==> src/rtl/calc_cmd_ctrl.sv <==
// calc_cmd_ctrl: receives a 3-byte command frame {0xA_op, a, b} from a UART
// receiver, drives an external ALU, and returns the result byte followed by
// the flag byte (or a single 0xEE for unsupported opcodes).
//
// state  | meaning
// -------+------------------------------------------------------------
// IDLE   | waiting for a header byte 0xA<op>
// GET_A  | header accepted, waiting for operand a (timeout armed)
// GET_B  | operand a latched, waiting for operand b (timeout armed)
// EXEC   | one cycle: capture ALU result and flag
// SEND_Y | offering captured result byte
// SEND_F | offering captured flag byte
// SEND_E | offering error code 0xEE for op > 7
module calc_cmd_ctrl #(
  parameter int N       = 8,
  parameter int TIMEOUT = 100000
) (
  input  logic         clk,
  input  logic         rst,
  input  logic [7:0]   rx_data,
  input  logic         rx_valid,
  output logic [3:0]   alu_op,
  output logic [N-1:0] alu_a,
  output logic [N-1:0] alu_b,
  input  logic [N-1:0] alu_y,
  input  logic         alu_flg,
  output logic [7:0]   tx_data,
  output logic         tx_valid,
  input  logic         tx_ready,
  output logic         busy,
  output logic         err
);

  typedef enum logic [2:0] {
    IDLE, GET_A, GET_B, EXEC, SEND_Y, SEND_F, SEND_E
  } state_t;

  localparam int CW = $clog2(TIMEOUT + 1);
  // The gap expires on the cycle the counter would reach TIMEOUT.
  localparam logic [CW-1:0] CNT_LAST = CW'(TIMEOUT - 1);

  state_t          state_q, state_d;
  logic [CW-1:0]   cnt_q, cnt_d;
  logic [3:0]      alu_op_q, alu_op_d;
  logic [N-1:0]    alu_a_q, alu_a_d;
  logic [N-1:0]    alu_b_q, alu_b_d;
  logic [N-1:0]    y_q, y_d;
  logic            flg_q, flg_d;
  logic            err_q, err_d;
  logic            tx_hs;

  assign tx_hs = tx_valid && tx_ready;

  // Next-state logic: byte capture, timeout, overrun detection.
  always_comb begin
    state_d  = state_q;
    cnt_d    = cnt_q;
    alu_op_d = alu_op_q;
    alu_a_d  = alu_a_q;
    alu_b_d  = alu_b_q;
    y_d      = y_q;
    flg_d    = flg_q;
    err_d    = 1'b0;
    case (state_q)
      IDLE: begin
        if (rx_valid) begin
          if (rx_data[7:4] == 4'hA) begin
            alu_op_d = rx_data[3:0];
            cnt_d    = '0;
            state_d  = GET_A;
          end else begin
            err_d = 1'b1;
          end
        end
      end
      GET_A, GET_B: begin
        if (rx_valid) begin
          cnt_d = '0;
          if (state_q == GET_A) begin
            alu_a_d = rx_data;
            state_d = GET_B;
          end else begin
            alu_b_d = rx_data;
            state_d = EXEC;
          end
        end else if (cnt_q == CNT_LAST) begin
          cnt_d   = '0;
          err_d   = 1'b1;
          state_d = IDLE;
        end else begin
          cnt_d = cnt_q + CW'(1);
        end
      end
      EXEC: begin
        y_d     = alu_y;
        flg_d   = alu_flg;
        err_d   = rx_valid;
        state_d = (alu_op_q <= 4'h7) ? SEND_Y : SEND_E;
      end
      SEND_Y: begin
        err_d = rx_valid;
        if (tx_hs) state_d = SEND_F;
      end
      SEND_F, SEND_E: begin
        // A byte arriving with the final handshake is still an overrun.
        err_d = rx_valid;
        if (tx_hs) state_d = IDLE;
      end
      default: state_d = IDLE;
    endcase
  end

  // Transmit mux: tx_data only depends on state and captured registers,
  // so it is stable for the whole time a byte is offered.
  always_comb begin
    tx_valid = 1'b0;
    tx_data  = 8'h00;
    case (state_q)
      SEND_Y: begin tx_valid = 1'b1; tx_data = y_q;            end
      SEND_F: begin tx_valid = 1'b1; tx_data = {7'b0, flg_q}; end
      SEND_E: begin tx_valid = 1'b1; tx_data = 8'hEE;         end
      default: ;
    endcase
  end

  // State and datapath registers.
  always_ff @(posedge clk or posedge rst) begin
    if (rst) begin
      state_q  <= IDLE;
      cnt_q    <= '0;
      alu_op_q <= '0;
      alu_a_q  <= '0;
      alu_b_q  <= '0;
      y_q      <= '0;
      flg_q    <= 1'b0;
      err_q    <= 1'b0;
    end else begin
      state_q  <= state_d;
      cnt_q    <= cnt_d;
      alu_op_q <= alu_op_d;
      alu_a_q  <= alu_a_d;
      alu_b_q  <= alu_b_d;
      y_q      <= y_d;
      flg_q    <= flg_d;
      err_q    <= err_d;
    end
  end

  assign alu_op = alu_op_q;
  assign alu_a  = alu_a_q;
  assign alu_b  = alu_b_q;
  assign busy   = (state_q != IDLE);
  assign err    = err_q;

endmodule

==> config.mk <==
export PLATFORM = sky130hd
export DESIGN_NAME = calc_cmd_ctrl
export DESIGN_NICKNAME = d
export VERILOG_FILES = /design/src/rtl/calc_cmd_ctrl.sv
export SDC_FILE = /design/constraint.sdc
export NUM_CORES = 1
export LEC_CHECK = 0
export CORE_MARGIN = 2
export CORE_UTILIZATION = 40
export CTS_BUF_LIST = sky130_fd_sc_hd__clkbuf_8
export CTS_CLUSTER_DIAMETER = 50
export DETAILED_ROUTE_END_ITERATION = 10
export DONT_BUFFER_PORTS = 1
export PLACE_DENSITY = 0.64
export SLEW_MARGIN = 20
export SYNTH_ARGS = -nofsm -noshare
export SYNTH_HDL_FRONTEND = slang
export SYNTH_SLANG_ARGS = --single-unit
==> constraint.sdc <==
create_clock -name clk -period 6.8 [get_ports clk]
set_input_delay 1.02 -clock clk [delete_from_list [all_inputs] [get_ports clk]]
set_output_delay 1.02 -clock clk [all_outputs]
set_load 0.02 [all_outputs]
==> reports/qor.yml <==
status: "complete, no violations"
io_pins: 52
fmax_ghz: 0.3769
cp-start-kind: "flop"
grt_pass1_wl_um: 8321
core_area_um2: 5851
die_w_um: 81.58
power_frac_seq_pct: 53.0
synth_area_leaders: "dfrtp_1 52%, mux2_2 14%, nor2_1 3.7%, nand2_1 2.8%, a31oi_1 2.6%"
clock-sinks: 50
vias: 1685
cts_tree: "done"
synth_top_area_share_pct: 51.98
critPathMaxFanout: 19
ir_worst_vdd_mv: 0.2239
relSlewSlack_pct: 28.74
cellPowerDensity_nw_per_um2: 431.0
synth_ff_type: "dfrtp_1"
cts.hold.buffers_added: 0
place.gp.congestion: 0.7513
finalInstanceArea_um2: 2570
drtIter0Drc: 96
pwr-share-comb_pct: 31.2
grt_pass1_vias: 1736
seq_area_frac_synth_pct: 51.98
setup_viol: 0
syn_area_um2: 2407
synth_area_per_cell_um2: 10.75
yosys-top-cells-count: "50 x dfrtp_1, 30 x mux2_2, 24 x nor2_1, 18 x nand2_1, 10 x a31oi_1"
track_usage_pct: 16.19
cts.clk_slew.worst_paths_ns: 0.09
initial_core_util_pct: 41.15
diodes: 0
rows: 28
end_kind: "primary output"
ys_ff_latch: 50
cts_inserted_buffers: 5
synth_edf_count: 0
synth_cells: 224
worstSetupPathType: "reg2out"
synth_cell_types: 44
required_ns: 5.78
wl_per_cell_um: 16.20
ctsLongestPathBuffers: 2
hpwl_um: 3311
p_leak_nw: 1.060
cts_htree_levels: 2
p_int_w: 0.0006392
hp-class: "reg2reg"
fin_skew_ns: 0.01007
port_buffers: 0
synth_nets: 246
maxCapViolCount: 0
die_y_um: 81.58
yosysMostFrequentCell: "dfrtp_1"
worstMarginPinSlew_ns: 1.066
power_frac_clock_pct: 15.8
antenna_found_initial: 0
place_area_um2: 2476
pre_cts_ws_ns: 3.663
p_sw_w: 0.0004685
clockRootBuffer: "clkbuf_8"
drtPass1Iterations: 4
synth_largest_area_cell: "dfrtp_1"
postCtsSetupRepairBufs: 0
yosysWarnings: 0
swShare_pct: 42.29
drive_gt1_share_pct: 21.08
post-route-period-util_pct: 39.02
grt-ovfl-total: 0
grt_max_degree: 51
drv_slew: 0
via_per_inst: 5.654
clk_latency_ns: 0.31
syn_to_final_growth_pct: 6.757
async_flop_share_pct: 100.0
arrival_ns: 1.63
cts_resized: 0
dieArea_um2: 6654
period_needed_ns: 2.653
drtAntennaViolNets: 0
finalWorstSetupSlack_ns: 4.147
rsz0062_at_grt: "false"
hold_viol_final: 0
drc_errors: 0
wl_um: 4827
tns_ns: 0
layout.nets: 244
[metal layers]
layer | global-route usage [%] | routed length, µm | vias up
met1 | 21.53 | 2156 | 828
li1 | - | - | 807
met3 | 4.725 | 298 | 7
met5 | 0 | 0 | -
met4 | 5.667 | 66 | 0
met2 | 25.33 | 2305 | 43
[critical path: stages (launching register included)]
cell and delay (ns):
dfrtp_1 0.60, and2_1 0.30, nor2b_1 0.43
[state kept, by name (all words and copies together), names as in the netlist]
register and cells:
state_q 3, y_q 8, flg_q 1, cnt_q 17, err 1, alu_b 8
alu_op 4, alu_a 8
[final timing paths]
kind / from / to / slack [ns] / depth (start not counted)
worst max-delay path: state_q[1]$_DFFE_PP0P_ / tx_valid / 4.15 / 2
worst min-delay path: y_q[4]$_DFFE_PP0N_ / y_q[4]$_DFFE_PP0N_ / 0.51 / 1
worst max register to register: cnt_q[14]$_DFFE_PP0P_ / state_q[1]$_DFFE_PP0P_ / 4.17 / 5
worst min register to register: y_q[4]$_DFFE_PP0N_ / y_q[4]$_DFFE_PP0N_ / 0.51 / 1
max in group asynchronous: rst / state_q[0]$_DFFE_PP0P_ / 5.56 / 1
min in group asynchronous: rst / alu_b[4]$_DFFE_PP0P_ / 0.72 / 1
[cell families (layout without fill, tap and decap cells)]
group                    Yosys count  after routing  synth area share, %
flip-flops                        50             50                51.98
adder cells (fa/ha/maj)            1              1               0.5197
XOR/XNOR                           1              1               0.3639
AND/OR/NAND/NOR                   84             84                19.08
buffers and inverters             17             16                2.703
multiplexers                      33             33                15.28
AO/OA/AOI/OAI                     38             38                10.08
[metrics by stage]
step                utilization (%)  power [W]  hold WS [ns]  instances
floorplan                         -  0.0008627        0.4710        224
global placement              42.32  0.0009291        0.4811        290
detailed placement            42.32  0.0009391        0.4877        290
CTS                           43.82   0.001115        0.5097        298
global route                  43.93   0.001184        0.5275        298
finish                        43.93   0.001108        0.5082        298
[power groups by stage]
stage               combinational, W  clock [W]  sequential, W
floorplan                   0.000319          0       0.000543
global placement            0.000338          0       0.000591
detailed placement          0.000346          0       0.000593
CTS                         0.000347   0.000181       0.000587
global route                0.000389   0.000189       0.000606
finish                      0.000346   0.000175       0.000587
[cell usage in the layout (no fill, tap or decap), types with 2 or more instances in the layout]
master,instances
dfrtp_1,50
mux2_2,30
nor2_1,24
nand2_1,18
a31oi_1,10
a21oi_1,9
nand3_1,7
o21ai_0,7
nand4_1,6
nor3_1,6
inv_1,6
clkbuf_8,5
or3_1,3
mux2i_1,3
and3_1,3
clkinv_2,3
and4_1,2
nand2b_1,2
nand3b_1,2
[cell type report]
type | instances | area, µm²
Clock buffer | 5 | 68.82
Clock inverter | 3 | 18.77
Fill cell | 534 | 3281
Inverter | 7 | 27.53
Multi-Input combinational cell | 157 | 1102
Sequential cell | 50 | 1251
Tap cell | 75 | 93.84
Timing Repair Buffer | 1 | 7.507
(Power assumes the default switching activity.)
